$ cat src/rtl/cache_arbiter_pkg.sv
`default_nettype none
// +----------------------------------------------------------------------+
// | rv32i_types : shared types for the I/D cache-to-memory arbiter       |
// | Rev 1.0                                                              |
// +----------------------------------------------------------------------+
package rv32i_types;

  typedef logic [31:0] rv32i_word;

  typedef enum logic [1:0] {
    IDLE    = 2'd0,
    SERVE_I = 2'd1,
    SERVE_D = 2'd2,
    TURN    = 2'd3
  } arb_state_t;

  typedef enum logic {
    GRANT_I = 1'b0,
    GRANT_D = 1'b1
  } grant_t;

endpackage
`default_nettype wire

$ cat src/rtl/cache_arbiter_rr_picker.sv
`default_nettype none
// +----------------------------------------------------------------------+
// | rr_picker : stateless round-robin choice between I and D requesters  |
// | Rev 1.0                                                              |
// +----------------------------------------------------------------------+
module rr_picker
  import rv32i_types::*;
(
  input  logic   req_i,
  input  logic   req_d,
  input  grant_t last_grant,
  output grant_t grant
);

  // On a tie the side that did not win last time goes next.
  always_comb begin
    grant = GRANT_I;
    if (req_i && req_d) begin
      grant = (last_grant == GRANT_I) ? GRANT_D : GRANT_I;
    end else if (req_d) begin
      grant = GRANT_D;
    end
  end

endmodule
`default_nettype wire

$ cat src/rtl/cache_arbiter.sv
`default_nettype none
// +----------------------------------------------------------------------+
// | cache_arbiter : shares one physical-memory port between I and D miss |
// | Rev 1.0                                                              |
// +----------------------------------------------------------------------+
module cache_arbiter
  import rv32i_types::*;
#(
  parameter int LINE_WIDTH = 256,
  parameter int ADDR_WIDTH = 32
) (
  input  logic                  clk,
  input  logic                  rst,
  input  logic                  i_read,
  input  logic [ADDR_WIDTH-1:0] i_address,
  output logic [LINE_WIDTH-1:0] i_rdata,
  output logic                  i_resp,
  input  logic                  d_read,
  input  logic                  d_write,
  input  logic [ADDR_WIDTH-1:0] d_address,
  input  logic [LINE_WIDTH-1:0] d_wdata,
  output logic [LINE_WIDTH-1:0] d_rdata,
  output logic                  d_resp,
  output logic                  pmem_read,
  output logic                  pmem_write,
  output logic [ADDR_WIDTH-1:0] pmem_address,
  output logic [LINE_WIDTH-1:0] pmem_wdata,
  input  logic [LINE_WIDTH-1:0] pmem_rdata,
  input  logic                  pmem_resp
);

  arb_state_t            state_q, state_d;
  grant_t                last_grant_q, last_grant_d;
  grant_t                grant;
  logic                  write_q, write_d;
  logic [LINE_WIDTH-1:0] wdata_q, wdata_d;
  logic [ADDR_WIDTH-1:0] addr_d;
  logic [ADDR_WIDTH-1:0] addr_hold;
  logic                  req_i, req_d;
  logic                  serving;

  assign req_i = i_read;
  assign req_d = d_read | d_write;

  rr_picker u_rr_picker (
    .req_i      (req_i),
    .req_d      (req_d),
    .last_grant (last_grant_q),
    .grant      (grant)
  );

  // Requests are only looked at in IDLE; once granted the holding
  // registers alone define the memory transaction.
  always_comb begin
    state_d      = state_q;
    last_grant_d = last_grant_q;
    addr_d       = addr_hold;
    write_d      = write_q;
    wdata_d      = wdata_q;
    case (state_q)
      IDLE: begin
        if (req_i || req_d) begin
          last_grant_d = grant;
          if (grant == GRANT_I) begin
            state_d = SERVE_I;
            addr_d  = i_address;
            write_d = 1'b0;
            wdata_d = '0;
          end else begin
            state_d = SERVE_D;
            addr_d  = d_address;
            write_d = d_write;  // read+write together resolves to a write
            wdata_d = d_wdata;
          end
        end
      end
      SERVE_I, SERVE_D: begin
        if (pmem_resp) begin
          state_d = TURN;
        end
      end
      TURN:    state_d = IDLE;
      default: state_d = IDLE;
    endcase
  end

  always_ff @(posedge clk) begin
    if (rst) begin
      state_q      <= IDLE;
      last_grant_q <= GRANT_D;
      write_q      <= 1'b0;
      wdata_q      <= '0;
    end else begin
      state_q      <= state_d;
      last_grant_q <= last_grant_d;
      write_q      <= write_d;
      wdata_q      <= wdata_d;
    end
  end

  generate
    if (ADDR_WIDTH == 32) begin : g_addr_word
      rv32i_word addr_q;
      always_ff @(posedge clk) begin
        if (rst) addr_q <= '0;
        else     addr_q <= addr_d;
      end
      assign addr_hold = addr_q;
    end else begin : g_addr_generic
      logic [ADDR_WIDTH-1:0] addr_q;
      always_ff @(posedge clk) begin
        if (rst) addr_q <= '0;
        else     addr_q <= addr_d;
      end
      assign addr_hold = addr_q;
    end
  endgenerate

  assign serving      = (state_q == SERVE_I) || (state_q == SERVE_D);
  assign pmem_read    = serving && !write_q;
  assign pmem_write   = serving && write_q;
  assign pmem_address = serving ? addr_hold : '0;
  assign pmem_wdata   = serving ? wdata_q : '0;

  assign i_resp  = (state_q == SERVE_I) && pmem_resp;
  assign d_resp  = (state_q == SERVE_D) && pmem_resp;
  assign i_rdata = i_resp ? pmem_rdata : '0;
  assign d_rdata = d_resp ? pmem_rdata : '0;

endmodule
`default_nettype wire
$ cat config.mk
export PLATFORM = sky130hd
export DESIGN_NAME = cache_arbiter
export DESIGN_NICKNAME = d
export VERILOG_FILES = /design/src/rtl/cache_arbiter_pkg.sv /design/src/rtl/cache_arbiter_rr_picker.sv /design/src/rtl/cache_arbiter.sv
export SDC_FILE = /design/constraint.sdc
export NUM_CORES = 1
export LEC_CHECK = 0
export BUFFER_PORTS_ARGS = -buffer_cell sky130_fd_sc_hd__buf_2
export CORE_AREA = 2 2 538 540
export DETAILED_ROUTE_END_ITERATION = 10
export DIE_AREA = 0 0 540 542
export PLACE_DENSITY_LB_ADDON = 0.08
export SYNTH_ARGS = -nofsm -noshare
export SYNTH_HDL_FRONTEND = slang
export SYNTH_SLANG_ARGS = --single-unit
export TNS_END_PERCENT = 5
$ cat constraint.sdc
create_clock -name clk -period 3.8 [get_ports clk]
set_clock_uncertainty 0.15 [all_clocks]
set_input_delay 0.19 -clock clk [delete_from_list [all_inputs] [get_ports clk]]
set_output_delay 0.19 -clock clk [all_outputs]
set_load 0.01 [all_outputs]
=== Yosys cells after proc, flatten, opt, wreduce, memory -nomap -nowiden ===
Index checks and enable logic that the tools add are counted.

* Eq/ne operators: 5
* Reduce and logical (&&, ||, !) cells: 12
* Bitwise gates (word level): 1
* Mux-type cells: 14

{| class="wikitable"
|+ Operators with widths
! operator !! number
|-
| $mux 256 || 4
|-
| $mux 32 || 2
|-
| $mux 2 || 3
|-
| $pmux 2 s3 || 1
|-
| $logic_and 1x1->1 || 5
|-
| $eq 2x2->1 const B || 2
|-
| $mux 1 || 4
|-
| $ne 2x2->1 const B || 2
|-
| $reduce_and 2->1 || 2
|-
| $eq 2x1->1 const B || 1
|-
| $logic_not 2->1 || 1
|-
| $logic_or 1x1->1 || 2
|-
| $reduce_or 2->1 || 1
|-
| $logic_not 1->1 || 1
|-
| $or 1x1->1 || 1
|}

* Output and inout port bits: 804
* Flip-flop bits (word level): 292

=== Logic depth before layout (Yosys ltp) ===
Gate-level depths: netlist of the first run.

* Depth after elaboration: 6
* Depth in mapped cells: 8
* Depth with buffers taken out: 5

=== Cells and area by module ===
From an unflattened synthesis of the first run, not the netlist that was laid out.

* Cells, all modules: 2,261
* Area total of the unflattened synthesis: 16,513.3 um2

{| class="wikitable"
|+ By module, submodules not included
! module !! sequential area each (um2) !! area an instance (um2) !! instances !! cells each
|-
| cache_arbiter || 5,845.6 || 16,502.1 || 1 || 2,260
|-
| rr_picker || 0.0 || 11.3 || 1 || 1
|}

=== Worst setup path before layout of the first run ===
Ideal clock, no wire load.

* Path kind: register to output
* Start: reg state_q[0]
* End: out pmem_read
* Arrival: 1.540 ns
* Stages on the path, launching flop included: 7
* Path slack: 1.920 ns
* Path through: dfxtp_1 -> inv_1 -> ha_1 -> clkbuf_1 -> clkbuf_1 -> clkbuf_1 -> nor2b_1

* Cells in the longest elaborated chain, start to end: 3

{| class="wikitable"
|+ RTL lines
! element !! line !! RTL
|-
| start: declaration || cache_arbiter.sv:32 || <nowiki>arb_state_t state_q, state_d;</nowiki>
|-
| start signal: assignment || cache_arbiter.sv:94 || <nowiki>state_q <= state_d;</nowiki>
|-
| $eq 2x1->1 / $eq 2x2->1 (equally long branches) || cache_arbiter.sv:119 || <nowiki>assign serving = (state_q == SERVE_I) || (state_q == SERVE_D);</nowiki>
|-
| $logic_or 1x1->1 (*) || cache_arbiter.sv:119 ||
|-
| $logic_and 1x1->1 (*) || cache_arbiter.sv:120 || <nowiki>assign pmem_read = serving && !write_q;</nowiki>
|-
| end: declaration || cache_arbiter.sv:24 || <nowiki>output logic pmem_read,</nowiki>
|}

Every way passes the cells marked *; elsewhere a longest branch is shown, timed or not.

=== Worst setup path in the final report of the first run ===
* Start: reg state_q[0]
* End: out d_rdata[13]

* Cells in the longest elaborated chain, start to end: 3

{| class="wikitable"
|+ RTL lines
! element !! line !! RTL
|-
| $eq 2x2->1 || cache_arbiter.sv:126 || <nowiki>assign d_resp = (state_q == SERVE_D) && pmem_resp;</nowiki>
|-
| $logic_and 1x1->1 || cache_arbiter.sv:126 ||
|-
| $mux 256 || cache_arbiter.sv:128 || <nowiki>assign d_rdata = d_resp ? pmem_rdata : '0;</nowiki>
|-
| end: declaration || cache_arbiter.sv:22 || <nowiki>output logic [LINE_WIDTH-1:0] d_rdata,</nowiki>
|}

No other way between the ends.

==> results.yml, run 1 <==
detailed_routing:
  drt-total-wl_um: 226000
  drt_iter0_drc: 1316
  vias_per_cell: 3.18
  drcViolationCount: 0
  wl_per_cell_um: 29.9
  firstDrtPassIters: 5
  num_vias: 24100
  ant_nets: 0
clocking:
  cts_tree: "done"
  clock-sinks: 292
  cts_hold_buf: 376
  clock_path_buffers: 3
  clock_latency_ns: 0.65
  cts.htree.levels: 2
  cts_resized: 0
  post_cts_buffers: 0
  clk_pin_slew_ns: 0.06
  numCtsBuffers: 49
  root_buffer: "clkbuf_16"
timing:
  timing.setup.tns_ns: 0
  hold_viol: 0
  rsz0062_at_grt: "no"
  hold_slack_ns: 0.127
  slew-limit-headroom_pct: 40.6
  period_share_pct: 85.9
  slew_violations: 0
  max_freq_mhz: 307
  fin_ws_ns: 0.538
  tightest_slew_ns: 0.891
  layout_min_cycle_time_ns: 3.26
  setup_viol: 0
global_route:
  antenna_found_initial: 210
  grt_pass1_wl_um: 282000
  grtUsageTotal_pct: 14.7
  grt_max_degree: 120
  grt_pass1_vias: 24100
  overflow: 0
setup_path:
  cp_top_family: "buffers and inverters"
  r2r_start: "state_q[0]"
  reg2reg_depth: 7
  rrSetupSlack_ns: 0.79
  crit_buf_inv: 3
  arrival_ns: 2.92
  worst-setup-path-type: "register to output port"
  end_kind: "output port"
  cp_max_fo: 59
  cpMaxStageDelayCell: "buf_4"
  start_kind: "register"
  max_stage_delay_ns: 0.55
  crit_path_cell_trace: "inv_1 -> ha_4 -> buf_4 -> and3_1 -> buf_2"
  reg2reg_to: "wdata_q[3]"
  crit_required_ns: 3.46
floorplanning:
  ios: 1386
  start_util_pct: 5.60
  die_area_um2: 293000
  core_area_um2: 287000
  die_w_um: 540
  placementRows: 197
  die_h_um: 542
yosys:
  synth_top_area_cell: "dfxtp_1"
  synth_common_cells: "512 x and3_1, 292 x dfxtp_1, 291 x and2_1"
  synth-warning-count: 0
  synth_most_common_cell: "and3_1"
  synth_ff_type: "dfxtp_1"
  synth_nets: 2624
  ys_types: 26
  synth-seq-cells: 292
  ys_async_sr_fraction_pct: 0
  seq_area_frac_synth_pct: 36.4
  mappedNetlistArea_um2: 16100
  netlist.area_leader.share_pct: 36.4
  avgSynthCellArea_um2: 7.88
  synth_edf_count: 0
  synth.top_cells.by_area: "dfxtp_1 36%, and3_1 20%, a32oi_1 14%"
  synthCells: 2038
hold_path:
  holdPathEnd: "wdata_q[76]"
  min_from: "rst"
  min_path_type: "input port to register"
  hold_depth: 3
final_layout:
  synthToLayoutAreaGrowth_pct: 106
  nets: 4224
  finalNonFillerCells: 7569
  design_area_um2: 33100
  drive_gt1_share_pct: 41.7
  nFillCells: 33700
status:
  status: "complete, no violations"
flow_run:
  maxCapViolations: 0
placed_design:
  gp_congestion: 0.878
  io_buffers: 1385
  place_ws_ns: 1.20
  placedInstanceArea_um2: 27400
  dpl.hpwl_um: 189000
  post-place-cells: 6992
pwr:
  power.density_nw_per_um2: 596
  ir_worst_vdd_uv: 539
  p_leak_nw: 17.0
[kinds of logic after synthesis]
family | count (synthesis) | synth area share, %
simple gates | 1163 | 39.8
compound gates | 299 | 16.3
flops | 292 | 36.4
buf+inv | 279 | 7.14
fa+ha+maj | 4 | 0.312
mux | 1 | 0.0623
[worst register-to-register path: cells and delay by family, from the launching register on]
| kind | cells | cell delay, ns |
|---|---|---|
| adder cells (fa/ha/maj) | 1 | 0.45 |
| buffers and inverters | 3 | 1.06 |
| flip-flops | 1 | 0.34 |
| AO/OA/AOI/OAI | 2 | 0.84 |
| AND/OR/NAND/NOR | 1 | 0.06 |
[state kept, by name (all words and copies together), names as in the netlist]
name,flops
addr_hold,32
wdata_q,256
write_q,1
state_q,2
last_grant_q,1
[report_power, final]
part	internal (mW)	total (mW)	switching (mW)
registers	3.71	4.12	0.404
clock network	2.74	4.76	2.02
logic	3.53	10.8	7.31
[worst max-delay path by stage]
stage,start,end,slack [ns],cells after the start
after global placement,state_q[0],d_rdata[13],1.15,5
after floorplan,state_q[0],pmem_read,1.92,6
after detailed placement,state_q[0],d_rdata[13],1.20,5
final,state_q[0],d_rdata[13],0.54,5
after CTS,state_q[0],d_rdata[13],0.43,5
after global routing,state_q[0],d_rdata[0],0.35,6
[layout make-up]
| cell class | instances | area (um^2) | share of cell area (%) |
|---|---|---|---|
| Timing Repair Buffer | 1826 | 11400 | 34.5 |
| Multi-Input combinational cell | 1467 | 9140 | 27.7 |
| Sequential cell | 292 | 5850 | 17.7 |
| Tap cell | 3781 | 4730 | 14.3 |
| Clock buffer | 77 | 1470 | 4.45 |
| Antenna cell | 110 | 275 | 0.833 |
| Clock inverter | 14 | 173 | 0.522 |
| Inverter | 2 | 7.51 | 0.0227 |
[metal layers]
layer / routed length, um / track usage, % / vias up / share of wire (%)
li1: - / - / 10700 / -
met1: 82100 / 15.6 / 11600 / 36
met2: 110000 / 26.0 / 1292 / 49
met3: 24900 / 6.62 / 395 / 11
met4: 8100 / 4.33 / 78 / 3.6
met5: 529 / 0 / - / 0.23
[stage by stage]
stage / power, mW / util [%]
floorplan: 9.11 / -
global placement: 14.9 / 9.54
detailed placement: 14.8 / 9.54
CTS: 20.5 / 11.4
global route: 21.2 / 11.5
finish: 19.7 / 11.5
[layout by cell type (no fill, tap or decap), types with 32 or more instances in the layout]
cell type      synthesis  layout
dlygate4sd3_1          0     376
a311oi_1              32      32
diode_2                0     110
clkbuf_16              0      49
buf_4                  6      48
nor2_1               288     288
nand2_1               67      67
a32oi_1              256     256
and2_1               291     291
dfxtp_1              292     292
and3_1               512     512
buf_2                 62    1383
Power figures use the tool's default switching activity.
==> run 2: changes to the inputs <==
--- a/config.mk
+++ b/config.mk
@@ -10,6 +10,7 @@
 export DETAILED_ROUTE_END_ITERATION = 10
 export DIE_AREA = 0 0 540 542
 export PLACE_DENSITY_LB_ADDON = 0.08
+export RECOVER_POWER = 50
 export SYNTH_ARGS = -nofsm -noshare
 export SYNTH_HDL_FRONTEND = slang
 export SYNTH_SLANG_ARGS = --single-unit
==> results.yml, run 2 (synthesis gave the netlist of run 1 again) <==
status:
  status: "finished, violations left"
  violations: "max-capacitance violations, max-slew violations"
pwr:
  p_leak_nw: 15.7
  power.density_nw_per_um2: 599
  ir_worst_vdd_uv: 539
clocking:
  clk_pin_slew_ns: 0.06
  clock-sinks: 292
  cts.htree.levels: 2
  cts_tree: "done"
  cts_resized: 0
  clock_path_buffers: 3
  clock_latency_ns: 0.65
  root_buffer: "clkbuf_16"
  numCtsBuffers: 49
floorplanning:
  die_area_um2: 293000
  ios: 1386
  core_area_um2: 287000
  die_h_um: 542
  die_w_um: 540
  start_util_pct: 5.60
  placementRows: 197
flow_run:
  maxCapViolations: 1
final_layout:
  drive_gt1_share_pct: 33.7
  nets: 4224
  nFillCells: 33800
  final_common_cell: "buf_2"
  layout_common_cells: "1106 x buf_2, 512 x and3_1, 376 x dlygate4sd3_1"
  multi_input_area_um2: 9140
  largest_reg_flops: 256
  seqCellArea_um2: 5850
  synthToLayoutAreaGrowth_pct: 103
  largest-register: "wdata_q"
detailed_routing:
  ant_nets: 0
  drt-total-wl_um: 226000
  vias_per_cell: 3.19
  wl_per_cell_um: 30.0
  firstDrtPassIters: 5
  drcViolationCount: 0
  drt_iter0_drc: 1353
  num_vias: 24100
setup_path:
  cp_max_fo: 31
  crit_required_ns: 3.46
  arrival_ns: 3.04
  rrSetupSlack_ns: 0.63
  r2r_start: "state_q[0]"
  start_kind: "register"
  endpoint: "i_rdata[242]"
  end_kind: "output port"
  worst-setup-path-type: "register to output port"
  startpoint: "state_q[1]"
  reg2reg_depth: 6
  reg2reg_to: "wdata_q[50]"
global_route:
  grtUsageTotal_pct: 14.7
  use_met2_pct: 26.0
  grt_pass1_vias: 24100
  grt_max_degree: 120
  grt_util_met3_pct: 6.62
  overflow: 0
  antenna_found_initial: 210
  grt_pass1_wl_um: 282000
  use_met1_pct: 15.6
  busiest_layer: "met2"
timing:
  hold_viol: 0
  max_freq_mhz: 296
  slew-limit-headroom_pct: -9.69
  timing.setup.tns_ns: 0
  period_share_pct: 88.8
  rsz0062_at_grt: "no"
  fin_ws_ns: 0.424
  slew_violations: 58
  setup_viol: 0
  layout_min_cycle_time_ns: 3.38
  tightest_slew_ns: 1.65
placed_design:
  gp_congestion: 0.878
  place_ws_ns: 1.20
  io_buffers: 1385
  dpl.hpwl_um: 189000
hold_path:
  min_path_type: "input port to register"
-- run 2: cell types whose count changed in the layout (fill, tap and decap cells not counted), sizes merged --
cell    delta
buf      -296
clkbuf   +296
diode     -11
-- run 2: final cells by class --
| class | instances | share of cell area (%) |
|---|---|---|
| diodes | 99 | 0.759 |
| clock buffers | 77 | 4.51 |
| clock inverters | 14 | 0.529 |
| inverters | 2 | 0.0230 |
| multi-input cells | 1467 | 28.0 |
| flip-flops and latches | 292 | 17.9 |
| well taps | 3781 | 14.5 |
| repair buffers | 1826 | 33.7 |
-- run 2: what timing repair did --
| action | in CTS | in global routing |
|---|---|---|
| hold buffers | 376 | 0 |
| buffers inserted | 0 | 0 |
| endpoints found under the hold margin | 291 | 0 |
-- run 2: worst min path at each step --
| stage | startpoint | to | slack (ns) | cells after the start |
|---|---|---|---|---|
| floorplan | d_write | write_q | 0.19 | 2 |
| global placement | d_wdata[102] | wdata_q[102] | 0.29 | 3 |
| detailed placement | d_wdata[47] | wdata_q[47] | 0.30 | 3 |
| CTS | rst | wdata_q[76] | 0.03 | 3 |
| global route | rst | wdata_q[55] | 0.08 | 3 |
| finish | rst | wdata_q[76] | 0.10 | 3 |
-- run 2: worst max-delay path: stages (launching register included) --
cell and delay (ns):
dfxtp_1 0.33, inv_1 0.17, ha_4 0.54, clkbuf_1 0.59
and3_1 0.26, clkbuf_1 0.40
-- run 2: report_power, final --
| part | switching, mW | internal (mW) | leakage, nW |
|---|---|---|---|
| registers | 0.401 | 3.71 | 2.39 |
| clock network | 2.02 | 2.74 | 0.800 |
| logic | 7.34 | 3.32 | 12.5 |
| total | 9.75 | 9.78 | 15.7 |
-- run 2: routing by layer --
layer | part of all wire (%) | vias up
met4 | 3.7 | 74
li1 | - | 10700
met3 | 11 | 403
met2 | 49 | 1301
met5 | 0.22 | -
met1 | 36 | 11700
-- run 2: through the flow --
step / instances / utilization [%] / hold slack, ns / power [mW] / area [um^2]
final: 7558 / 11.4 / 0.102 / 19.5 / 32600
after global routing: 7494 / 11.3 / 0.0780 / 21.0 / 32500
after CTS: 7459 / 11.4 / 0.0313 / 20.5 / 32800
after detailed placement: 6992 / 9.54 / 0.298 / 14.8 / 27400
after global placement: 6992 / 9.54 / 0.292 / 14.9 / 27400
after floorplan: 2038 / - / 0.192 / 9.11 / 16100
==> run 3: changes to the inputs <==
--- a/config.mk
+++ b/config.mk
@@ -9,6 +9,7 @@
 export CORE_AREA = 2 2 538 540
 export DETAILED_ROUTE_END_ITERATION = 10
 export DIE_AREA = 0 0 540 542
+export GPL_TIMING_DRIVEN = 0
 export PLACE_DENSITY_LB_ADDON = 0.08
 export RECOVER_POWER = 50
 export SYNTH_ARGS = -nofsm -noshare
==> constraint.sdc (replaced) <==
create_clock -name clk -period 3.8 [get_ports clk]
set_clock_uncertainty 0.15 [all_clocks]
set_input_delay 0.38 -clock clk [delete_from_list [all_inputs] [get_ports clk]]
set_output_delay 0.38 -clock clk [all_outputs]
set_load 0.01 [all_outputs]
==> results.yml, run 3 (synthesis gave the netlist of run 1 again) <==
timing:
  hold_viol: 0
  tightest_slew_ns: 1.29
  layout_min_cycle_time_ns: 3.66
  rsz0062_at_grt: "yes"
  slew-limit-headroom_pct: 13.3
  slew_violations: 0
  max_freq_mhz: 273
  setup_viol: 0
  fin_ws_ns: 0.140
  period_share_pct: 96.3
  hold_slack_ns: 0.0816
  timing.setup.tns_ns: 0
clocking:
  cts.htree.levels: 2
  root_buffer: "clkbuf_16"
  clock-sinks: 292
  numCtsBuffers: 47
  clock_latency_ns: 0.63
  cts_tree: "done"
  clk_pin_slew_ns: 0.05
  clock_path_buffers: 3
setup_path:
  end_kind: "output port"
  start_kind: "input port"
  crit_buf_inv: 4
  cpMaxStageDelayCell: "clkbuf_1"
  worst-setup-path-type: "input port to output port"
  startpoint: "pmem_resp"
  crit_required_ns: 3.27
  cp_max_fo: 10
  crit_top_cell: "clkbuf_1"
  rrSetupSlack_ns: 0.34
  crit_path_cell_trace: "clkbuf_1 -> clkbuf_1 -> clkbuf_1 -> and3_1 -> buf_2"
  arrival_ns: 3.13
  r2r_start: "state_q[0]"
  cp_top_family: "buffers and inverters"
  max_stage_delay_ns: 0.86
final_layout:
  nets: 4377
  drive_gt1_share_pct: 34.2
  nFillCells: 33900
  largest_reg_flops: 256
  layout_common_cells: "1196 x buf_2, 512 x and3_1, 438 x clkbuf_1"
  final_util_pct: 11.3
  largest-register: "wdata_q"
  final_common_cell: "buf_2"
  design_area_um2: 32500
  synthToLayoutAreaGrowth_pct: 102
  finalNonFillerCells: 7701
detailed_routing:
  wl_per_cell_um: 31.4
  drt_iter0_drc: 1463
  num_vias: 24700
  drt-total-wl_um: 242000
  firstDrtPassIters: 7
  ant_nets: 0
  vias_per_cell: 3.20
  drcViolationCount: 0
floorplanning:
  die_h_um: 542
  die_w_um: 540
  die_area_um2: 293000
  core_area_um2: 287000
  ios: 1386
  start_util_pct: 5.60
  placementRows: 197
hold_path:
  min_path_type: "input port to register"
  min_from: "rst"
status:
  status: "complete, no violations"
placed_design:
  placedInstanceArea_um2: 27700
  dpl.hpwl_um: 212000
  gp_congestion: 0.934
  place_ws_ns: -0.529
  post-place-cells: 7202
  io_buffers: 1383
flow_run:
  maxCapViolations: 0
global_route:
  overflow: 0
  grtUsageTotal_pct: 15.8
  grt_max_degree: 14
  grt_pass1_vias: 25300
  antenna_found_initial: 175
  grt_pass1_wl_um: 300000
pwr:
  p_leak_nw: 15.8
  power.density_nw_per_um2: 621
  power.total_mw: 20.2
  ir_worst_vdd_uv: 368
run 3: changes by cell type in the layout (fill, tap and decap cells not counted), sizes merged:
| cell | change |
|---|---|
| buf | +47 |
| clkinvlp | -1 |
| inv | +2 |
| clkbuf | +150 |
| bufinv | +4 |
| diode | -5 |
| dlygate4sd3 | -54 |
run 3: timing repair:
| item | in CTS | in global routing |
|---|---|---|
| buffers inserted | 0 | 0 |
| hold buffers | 322 | 0 |
| resized for setup | 23 | 4 |
| setup endpoints to repair | 738 | 6 |
| endpoints found under the hold margin | 289 | 0 |
run 3: worst paths after layout:
path / end / cells past startpoint
hold reg to reg: wdata_q[242] / 2
setup / recovery: d_rdata[8] / 5
setup reg to reg: addr_hold[8] / 8
hold / removal: wdata_q[230] / 2
run 3: final cells by class:
class | instances | area, um^2 | share of cell area (%)
sequential | 292 | 5850 | 18.0
timing repair buffer | 1705 | 9860 | 30.3
inverter | 2 | 7.51 | 0.0231
tap | 3781 | 4730 | 14.6
buffer | 276 | 1150 | 3.53
clock buffer | 65 | 1340 | 4.14
clock inverter | 19 | 260 | 0.801
multi-input combinational | 1467 | 9060 | 27.9
antenna | 94 | 235 | 0.724
run 3: metal layers:
layer	GRT usage, %	up-vias	wire (um)
met1	17.2	12000	90500
met3	6.46	361	24100
met4	4.32	76	7920
met2	28.0	1278	119000
li1	-	11000	-
met5	0	-	483
run 3: worst register-to-register path, stage by stage (launching register included):
cell           delay, ns
dfxtp_1             0.33
inv_1               0.12
ha_1                0.15
clkbuf_1            0.49
o31a_1              0.24
clkbuf_1            0.41
clkbuf_1            0.65
a311oi_1            0.20
dlygate4sd3_1       0.60
run 3: report_power, final:
part | internal [mW] | switching, mW | leakage, nW
combinational | 3.25 | 8.12 | 12.6
clock | 2.81 | 1.93 | 0.795
sequential | 3.71 | 0.364 | 2.39
total | 9.77 | 10.4 | 15.8
